File: config.mk
export PLATFORM = sky130hd
export DESIGN_NAME = dmem_pipe
export DESIGN_NICKNAME = d
export VERILOG_FILES = /design/src/rtl/dmem_pipe_pkg.sv /design/src/rtl/dmem_pipe_lane_fmt.sv /design/src/rtl/dmem_pipe.sv
export SDC_FILE = /design/constraint.sdc
export NUM_CORES = 2
export LEC_CHECK = 0
export BUFFER_PORTS_ARGS = -buffer_cell sky130_fd_sc_hd__clkbuf_2
export CAP_MARGIN = 20
export CORE_UTILIZATION = 30
export DETAILED_ROUTE_END_ITERATION = 16
export SYNTH_ARGS = -nofsm -noshare
export SYNTH_HDL_FRONTEND = slang
export SYNTH_HIERARCHICAL = 1
export SYNTH_SLANG_ARGS = --single-unit
export TNS_END_PERCENT = 100
File: constraint.sdc
create_clock -name clk -period 22.2 [get_ports clk]
set_input_delay 4.44 -clock clk [delete_from_list [all_inputs] [get_ports clk]]
set_output_delay 4.44 -clock clk [all_outputs]
set_load 0.005 [all_outputs]
File: src/rtl/dmem_pipe_pkg.sv
// ---------------------------------------------------------------------------
// dmem_pipe_pkg
// Shared definitions for the dmem_pipe data memory:
//   SZ_B/SZ_H/SZ_W/SZ_D  access-size encodings carried on req_size
//   state_t              controller state (CLEAR sweep, then RUN)
//   size_bytes()         access size in bytes for a size encoding
// ---------------------------------------------------------------------------
package dmem_pipe_pkg;

    localparam logic [1:0] SZ_B = 2'b00;
    localparam logic [1:0] SZ_H = 2'b01;
    localparam logic [1:0] SZ_W = 2'b10;
    localparam logic [1:0] SZ_D = 2'b11;

    typedef enum logic [0:0] {
        CLEAR = 1'b0,
        RUN   = 1'b1
    } state_t;

    // 1, 2, 4 or 8 bytes.
    function automatic logic [3:0] size_bytes(input logic [1:0] size);
        return 4'd1 << size;
    endfunction

endpackage

File: src/rtl/dmem_pipe_lane_fmt.sv
// ---------------------------------------------------------------------------
// dmem_lane_fmt
// Purely combinational byte-lane formatter.
//   size    access size encoding
//   offset  byte offset of the access inside the memory word
//   sign    1 = sign-extend load data, 0 = zero-extend
//   word    full memory word (load source)
//   ld_data word shifted down by offset, trimmed to the access size and
//           extended to DATA_W
//   st_be   byte-enable mask covering bytes [offset, offset + size)
// ---------------------------------------------------------------------------
module dmem_lane_fmt
    import dmem_pipe_pkg::*;
#(
    parameter  int DATA_W = 32,
    localparam int BYTES  = DATA_W / 8,
    localparam int OFF_W  = $clog2(BYTES)
) (
    input  logic [1:0]        size,
    input  logic [OFF_W-1:0]  offset,
    input  logic              sign,
    input  logic [DATA_W-1:0] word,
    output logic [DATA_W-1:0] ld_data,
    output logic [BYTES-1:0]  st_be
);

    logic [DATA_W-1:0] shifted;
    logic [3:0]        nbytes;
    logic              msb;
    logic              ext;

    assign shifted = word >> {offset, 3'b000};
    assign nbytes  = size_bytes(size);

    // Top bit of the accessed field once it sits at bit 0.
    always_comb begin
        msb = 1'b0;
        case (size)
            SZ_B:    msb = shifted[7];
            SZ_H:    msb = shifted[15];
            SZ_W:    msb = shifted[31];
            default: msb = shifted[DATA_W-1];
        endcase
    end

    assign ext = sign & msb;

    genvar gi;
    generate
        for (gi = 0; gi < BYTES; gi++) begin : g_lane
            localparam logic [4:0] LANE = 5'(gi);
            // Lanes inside the access keep their byte, the rest carry the extension.
            assign ld_data[gi*8 +: 8] = (LANE < {1'b0, nbytes}) ? shifted[gi*8 +: 8] : {8{ext}};
            assign st_be[gi] = (LANE >= 5'(offset)) && (LANE < (5'(offset) + {1'b0, nbytes}));
        end
    endgenerate

endmodule

File: src/rtl/dmem_pipe.sv
// ---------------------------------------------------------------------------
// dmem_pipe
// Single-port data memory with a fixed-latency response pipeline.
// After reset the array is swept to zero (one word per cycle, req_ready low),
// then requests are accepted every cycle.
//   clk        clock, all state on rising edge
//   reset      synchronous, active-low
//   req_*      request: valid/ready handshake, we, size, signed, addr, wdata
//   rsp_valid  one strobe per accepted request, LATENCY cycles after accept
//   rsp_rdata  extended load data (0 for stores and errors)
//   rsp_err    request was illegal (bad size, misaligned or out of range)
// ---------------------------------------------------------------------------
module dmem_pipe
    import dmem_pipe_pkg::*;
#(
    parameter int DATA_W  = 32,
    parameter int DEPTH   = 64,
    parameter int LATENCY = 1
) (
    input  logic              clk,
    input  logic              reset,
    input  logic              req_valid,
    output logic              req_ready,
    input  logic              req_we,
    input  logic [1:0]        req_size,
    input  logic              req_signed,
    input  logic [31:0]       req_addr,
    input  logic [DATA_W-1:0] req_wdata,
    output logic              rsp_valid,
    output logic [DATA_W-1:0] rsp_rdata,
    output logic              rsp_err
);

    localparam int BYTES = DATA_W / 8;
    localparam int LSB   = $clog2(BYTES);
    localparam int IDX_W = $clog2(DEPTH);
    localparam int CNT_W = (IDX_W > 9) ? IDX_W : 9;

    // ---------------- controller ----------------
    state_t           state_reg, state_next;
    logic [CNT_W-1:0] clr_cnt_reg, clr_cnt_next;

    always_comb begin
        state_next   = state_reg;
        clr_cnt_next = clr_cnt_reg;
        case (state_reg)
            CLEAR: begin
                clr_cnt_next = clr_cnt_reg + CNT_W'(1);
                if (clr_cnt_reg == CNT_W'(DEPTH - 1)) begin
                    state_next = RUN;
                end
            end
            RUN:     state_next = RUN;
            default: state_next = CLEAR;
        endcase
    end

    always_ff @(posedge clk) begin
        if (!reset) begin
            state_reg   <= CLEAR;
            clr_cnt_reg <= '0;
        end else begin
            state_reg   <= state_next;
            clr_cnt_reg <= clr_cnt_next;
        end
    end

    assign req_ready = (state_reg == RUN);

    // ---------------- request decode ----------------
    logic              accept;
    logic [IDX_W-1:0]  word_idx;
    logic [LSB-1:0]    byte_off;
    logic [31:0]       addr_hi;
    logic [3:0]        req_nbytes;
    logic              req_err;
    logic              do_write;
    logic [DATA_W-1:0] wdata_sh;
    logic [BYTES-1:0]  st_be;
    logic [DATA_W-1:0] st_ld_unused;

    // An edge that resets the block must not also commit a request.
    assign accept     = req_valid & req_ready & reset;
    assign word_idx   = req_addr[LSB +: IDX_W];
    assign byte_off   = req_addr[LSB-1:0];
    assign addr_hi    = req_addr >> (LSB + IDX_W);
    assign req_nbytes = size_bytes(req_size);

    assign req_err = ((req_size == SZ_D) && (DATA_W == 32))
                   || ((4'(byte_off) & (req_nbytes - 4'd1)) != 4'd0)
                   || (addr_hi != 32'd0);

    assign do_write = accept & req_we & ~req_err;
    assign wdata_sh = req_wdata << {byte_off, 3'b000};

    // Store side only needs the byte-enable mask.
    dmem_lane_fmt #(.DATA_W(DATA_W)) u_st_fmt (
        .size    (req_size),
        .offset  (byte_off),
        .sign    (req_signed),
        .word    ('0),
        .ld_data (st_ld_unused),
        .st_be   (st_be)
    );

    // ---------------- memory array ----------------
    logic [DATA_W-1:0] mem [DEPTH];

    always_ff @(posedge clk) begin
        if (state_reg == CLEAR) begin
            mem[clr_cnt_reg[IDX_W-1:0]] <= '0;
        end else if (do_write) begin
            for (int b = 0; b < BYTES; b++) begin
                if (st_be[b]) begin
                    mem[word_idx][b*8 +: 8] <= wdata_sh[b*8 +: 8];
                end
            end
        end
    end

    // ---------------- stage 0: registered read ----------------
    // The read is taken at the accept edge, so a load right after a store
    // to the same word already sees the stored bytes.
    logic              s0_valid_reg;
    logic              s0_err_reg;
    logic              ld_fmt_reg;
    logic [1:0]        ld_size_reg;
    logic [LSB-1:0]    ld_off_reg;
    logic              ld_sign_reg;
    logic [DATA_W-1:0] rd_word_reg;
    logic [DATA_W-1:0] ld_data;
    logic [BYTES-1:0]  ld_be_unused;
    logic [DATA_W-1:0] s0_data;

    always_ff @(posedge clk) begin
        if (!reset) begin
            s0_valid_reg <= 1'b0;
        end else begin
            s0_valid_reg <= accept;
        end
    end

    always_ff @(posedge clk) begin
        if (accept) begin
            rd_word_reg <= mem[word_idx];
            ld_size_reg <= req_size;
            ld_off_reg  <= byte_off;
            ld_sign_reg <= req_signed;
            s0_err_reg  <= req_err;
            ld_fmt_reg  <= ~req_we & ~req_err;
        end
    end

    dmem_lane_fmt #(.DATA_W(DATA_W)) u_ld_fmt (
        .size    (ld_size_reg),
        .offset  (ld_off_reg),
        .sign    (ld_sign_reg),
        .word    (rd_word_reg),
        .ld_data (ld_data),
        .st_be   (ld_be_unused)
    );

    // Stores and errors return zero data.
    assign s0_data = ld_fmt_reg ? ld_data : '0;

    logic unused_fmt;
    assign unused_fmt = ^{st_ld_unused, ld_be_unused};

    // ---------------- remaining latency stages ----------------
    logic              out_valid;
    logic              out_err;
    logic [DATA_W-1:0] out_data;

    generate
        if (LATENCY == 1) begin : g_lat1
            assign out_valid = s0_valid_reg;
            assign out_err   = s0_err_reg;
            assign out_data  = s0_data;
        end else begin : g_latn
            localparam int N = LATENCY - 1;
            logic              valid_pipe_reg [N];
            logic              err_pipe_reg   [N];
            logic [DATA_W-1:0] data_pipe_reg  [N];

            always_ff @(posedge clk) begin
                if (!reset) begin
                    for (int i = 0; i < N; i++) begin
                        valid_pipe_reg[i] <= 1'b0;
                    end
                end else begin
                    valid_pipe_reg[0] <= s0_valid_reg;
                    for (int i = 1; i < N; i++) begin
                        valid_pipe_reg[i] <= valid_pipe_reg[i-1];
                    end
                end
            end

            always_ff @(posedge clk) begin
                err_pipe_reg[0]  <= s0_err_reg;
                data_pipe_reg[0] <= s0_data;
                for (int i = 1; i < N; i++) begin
                    err_pipe_reg[i]  <= err_pipe_reg[i-1];
                    data_pipe_reg[i] <= data_pipe_reg[i-1];
                end
            end

            assign out_valid = valid_pipe_reg[N-1];
            assign out_err   = err_pipe_reg[N-1];
            assign out_data  = data_pipe_reg[N-1];
        end
    endgenerate

    // Payload registers carry no reset; qualifying with valid keeps the
    // outputs at zero whenever no response is presented.
    assign rsp_valid = out_valid;
    assign rsp_err   = out_valid & out_err;
    assign rsp_rdata = out_valid ? out_data : '0;

endmodule
==> results <==
- The flow ran to the end, and the final reports show no timing, DRC or antenna violations.
- The cell count of the worst hold path is 2.
- The worst setup path is captured at a flip-flop.
- The netlist area before placement is 0.0831 mm^2.
- On the worst path, the slowest cell contributes a delay of 0.95 ns.
- The worst hold path class is reg -> reg.
- The I/O pin total is 106.
- The clock period minus worst slack is ~9 ns.
- The number of setup buffers added after CTS is 0.
- Setup repair after global routing left no endpoint under its margin.
- Before antenna repair, the detailed router went through 6 iterations.
- The number of CTS-inserted buffers is 191.
- The count of pins over their slew limit is 0.
- In this run the number of cells on the critical path is 15.
- The number of vias per cell after detailed routing is 5.21.
- Port buffering added 105 buffers.
- The final route contains 41721 vias.
- The number of max-cap violations is 0.
- The global-route wire length before repair is 311 mm.
- The TritonCTS clock tree is built.
- The number of antenna violations at the first check in global routing was 14.
- After clock tree synthesis, the repair step resized 0 gates.
- The worst setup path is launched from a primary input.
- The via count of the first global-routing pass is 41464.
- The final layout contains 4233 nets.
- The synthesized instance count is 3953.
- In this run the static leakage power is about 31 nW.
- The synthesized area per cell is between 20 and 25 um^2.
- For this run the aggregate overflow at the end of global routing stands at 0.
- The standard-cell row count is 192.
- The final hold violation count was 0.
- Once the floorplan was initialized, standard cells occupied 30.3% of the core.
- The die outline width is 528 um.
- Entering global routing, the biggest net connects ~110 pins.
- Setup total negative slack on the finished layout was measured at 0 ns.
- Power spread over the standard cell area amounts to 83.8 mW/mm^2.
- After clock tree synthesis, the clock-pin slew on the worst setup and hold paths is 0.06 ns.
- The post-route clock skew is 0.0303 ns.
- The number of buffers inserted by hold repair at cts is 0.
- Headroom to the max-slew limit came out at about a quarter.
- For the worst setup path, the data required time is approximately 23 ns.
- The overall track demand over capacity in global routing is 15.4%.
- The maximum vdd ir drop is 63.3 uV.
- After filler insertion, the fill cell instance count of the layout stands at 25166.
- The setup path with the least slack is of type in -> reg.
- In the final layout, flip-flops and latches occupy 0.0629 mm^2.
- Wires add up to 218 mm.
- The die covers 0.279 mm^2.
- Measured in cells, the most critical reg-to-reg path has a length of 8.
- The transition time at the pin with the least slew margin is 1.13 ns.
- The total core area is 0.275 mm^2.
- The number of setup violations in the final report is 0.
- Counting every net in the synthesized netlist gives 4028.
- Overall power consumption after layout is estimated at roughly 8 mW.
- The detail-routed net length per standard cell is around 27 um.
- The top cell family by delay on the critical path is simple AND/OR/NAND/NOR gates.
- STA puts the critical path data arrival time at 9.37 ns.
- The die is 528 um tall.
- The number of buffers and inverters on the critical path is 4.
- The worst path uses roughly 40% of the clock period.
- The relative area change from synthesis to final layout is 14.4%.
- The tree is rooted in a sky130_fd_sc_hd__clkbuf_16.
- The register with the most flip-flops in the layout has 2048 of them.
- The highest-delay cell along the critical path is sky130_fd_sc_hd__nor3_1.
- The maximum net fanout on the critical path is 40.
- The first routing iteration left 5393 violations.
- Clock latency on the worst-skew pair, taken at its later pin, is 0.86 ns.
- Cells with a size suffix above 1 make up 28.6% of the layout.
- The top achievable clock speed is roughly 110 MHz.
- The TritonCTS sink count is ~2100.
- At the end of routability-driven placement, the weighted congestion stood at 0.826.
- The count of antenna-violating nets left after detailed routing is 0.
- For this run, design rule violations remaining after detail routing come to 0.
- During synthesis, Yosys emitted a total of 6 warnings.
- After legalization and detailed placement, the total HPWL measured roughly 130 mm.
- The multi-input gate area in the final layout is 0.0192 mm^2.
- In this run the number of H-tree levels came out at 4.
- The number of buffers between clock root and the deepest sink is 3.
- Walking the worst path, the cells encountered are clkbuf_2 -> buf_4 -> ha_1 -> fa_1 -> nor3b_1 -> a31oi_1 -> nor2_1 -> nor2_1 -> o21ai_0 -> a21oi_4 -> nand3_4 -> buf_16 -> mux2i_4 -> buf_4 -> nor3_1.
-- through the flow --
step	cells	util [%]	hold WS, ns	cell area [um^2]	worst slack [ns]
2_1_floorplan	3953	-	0.524	83100	12.04
3_3_place_gp	7540	32.0	0.544	88000	11.90
3_5_place_dp	7544	32.1	0.568	88000	12.40
4_1_cts	7899	34.4	0.586	94400	13.30
5_1_grt	8009	34.6	0.596	95100	13.15
6_report	8012	34.6	0.586	95100	13.30
-- worst paths after layout --
path              slack, ns             end      startpoint
setup / recovery      13.30      mem[9][23]     req_addr[0]
hold / removal         0.59  clr_cnt_reg[7]  clr_cnt_reg[7]
setup reg to reg      17.98      mem[9][23]       req_ready
hold reg to reg        0.59  clr_cnt_reg[7]  clr_cnt_reg[7]
-- layout by cell type (no fill, tap or decap), types with 11 or more instances in the layout --
master	instances
sky130_fd_sc_hd__nor2_4	11
sky130_fd_sc_hd__and3_1	35
sky130_fd_sc_hd__edfxtp_1	2087
sky130_fd_sc_hd__clkbuf_4	43
sky130_fd_sc_hd__a22oi_1	256
sky130_fd_sc_hd__buf_4	79
sky130_fd_sc_hd__bufinv_16	28
sky130_fd_sc_hd__buf_2	55
sky130_fd_sc_hd__clkbuf_1	30
sky130_fd_sc_hd__nor2b_1	24
sky130_fd_sc_hd__clkinv_1	43
sky130_fd_sc_hd__or4_1	32
sky130_fd_sc_hd__a21oi_1	69
sky130_fd_sc_hd__dfxtp_1	11
sky130_fd_sc_hd__a211oi_1	15
sky130_fd_sc_hd__mux2i_1	35
sky130_fd_sc_hd__nand2_1	28
sky130_fd_sc_hd__clkinv_2	32
sky130_fd_sc_hd__a21boi_0	96
sky130_fd_sc_hd__nor3_2	49
sky130_fd_sc_hd__nor2_1	38
sky130_fd_sc_hd__nor3_1	221
sky130_fd_sc_hd__mux4_2	513
sky130_fd_sc_hd__clkbuf_16	194
sky130_fd_sc_hd__clkbuf_2	112
-- routing by layer --
layer	vias to the layer above	global-route usage, %	share of wire [%]
li1	17206	-	-
met1	22154	21.8	42
met2	2081	23.6	47
met3	274	3.17	9.1
met4	6	4.57	2.2
met5	-	0	0.021
-- power by group --
group          total, mW  internal (mW)  switching [mW]
Combinational      0.259         0.0839           0.175
Clock               3.40           1.93            1.46
Sequential          4.32           4.31         0.00743
Total               7.98           6.33            1.65
-- final cells by class --
cell class              count  share of cell area (%)
flip-flops and latches   2098                    66.1
multi-input cells        1560                    20.2
clock buffers             224                    5.22
well taps                3686                    4.85
repair buffers            297                    2.01
clock inverters           131                    1.52
inverters                  10                  0.0395
diodes                      6                  0.0158
-- worst reg2reg max path, delay by kind of cell (launching register included) --
family	cells	cell delay (ns)
muxes	1	0.37
DFF	1	0.31
and+or+nand+nor	3	1.74
AOI/OAI and AO/OA	1	0.34
buffers and inverters	3	1.08
(Power assumes the default switching activity.)
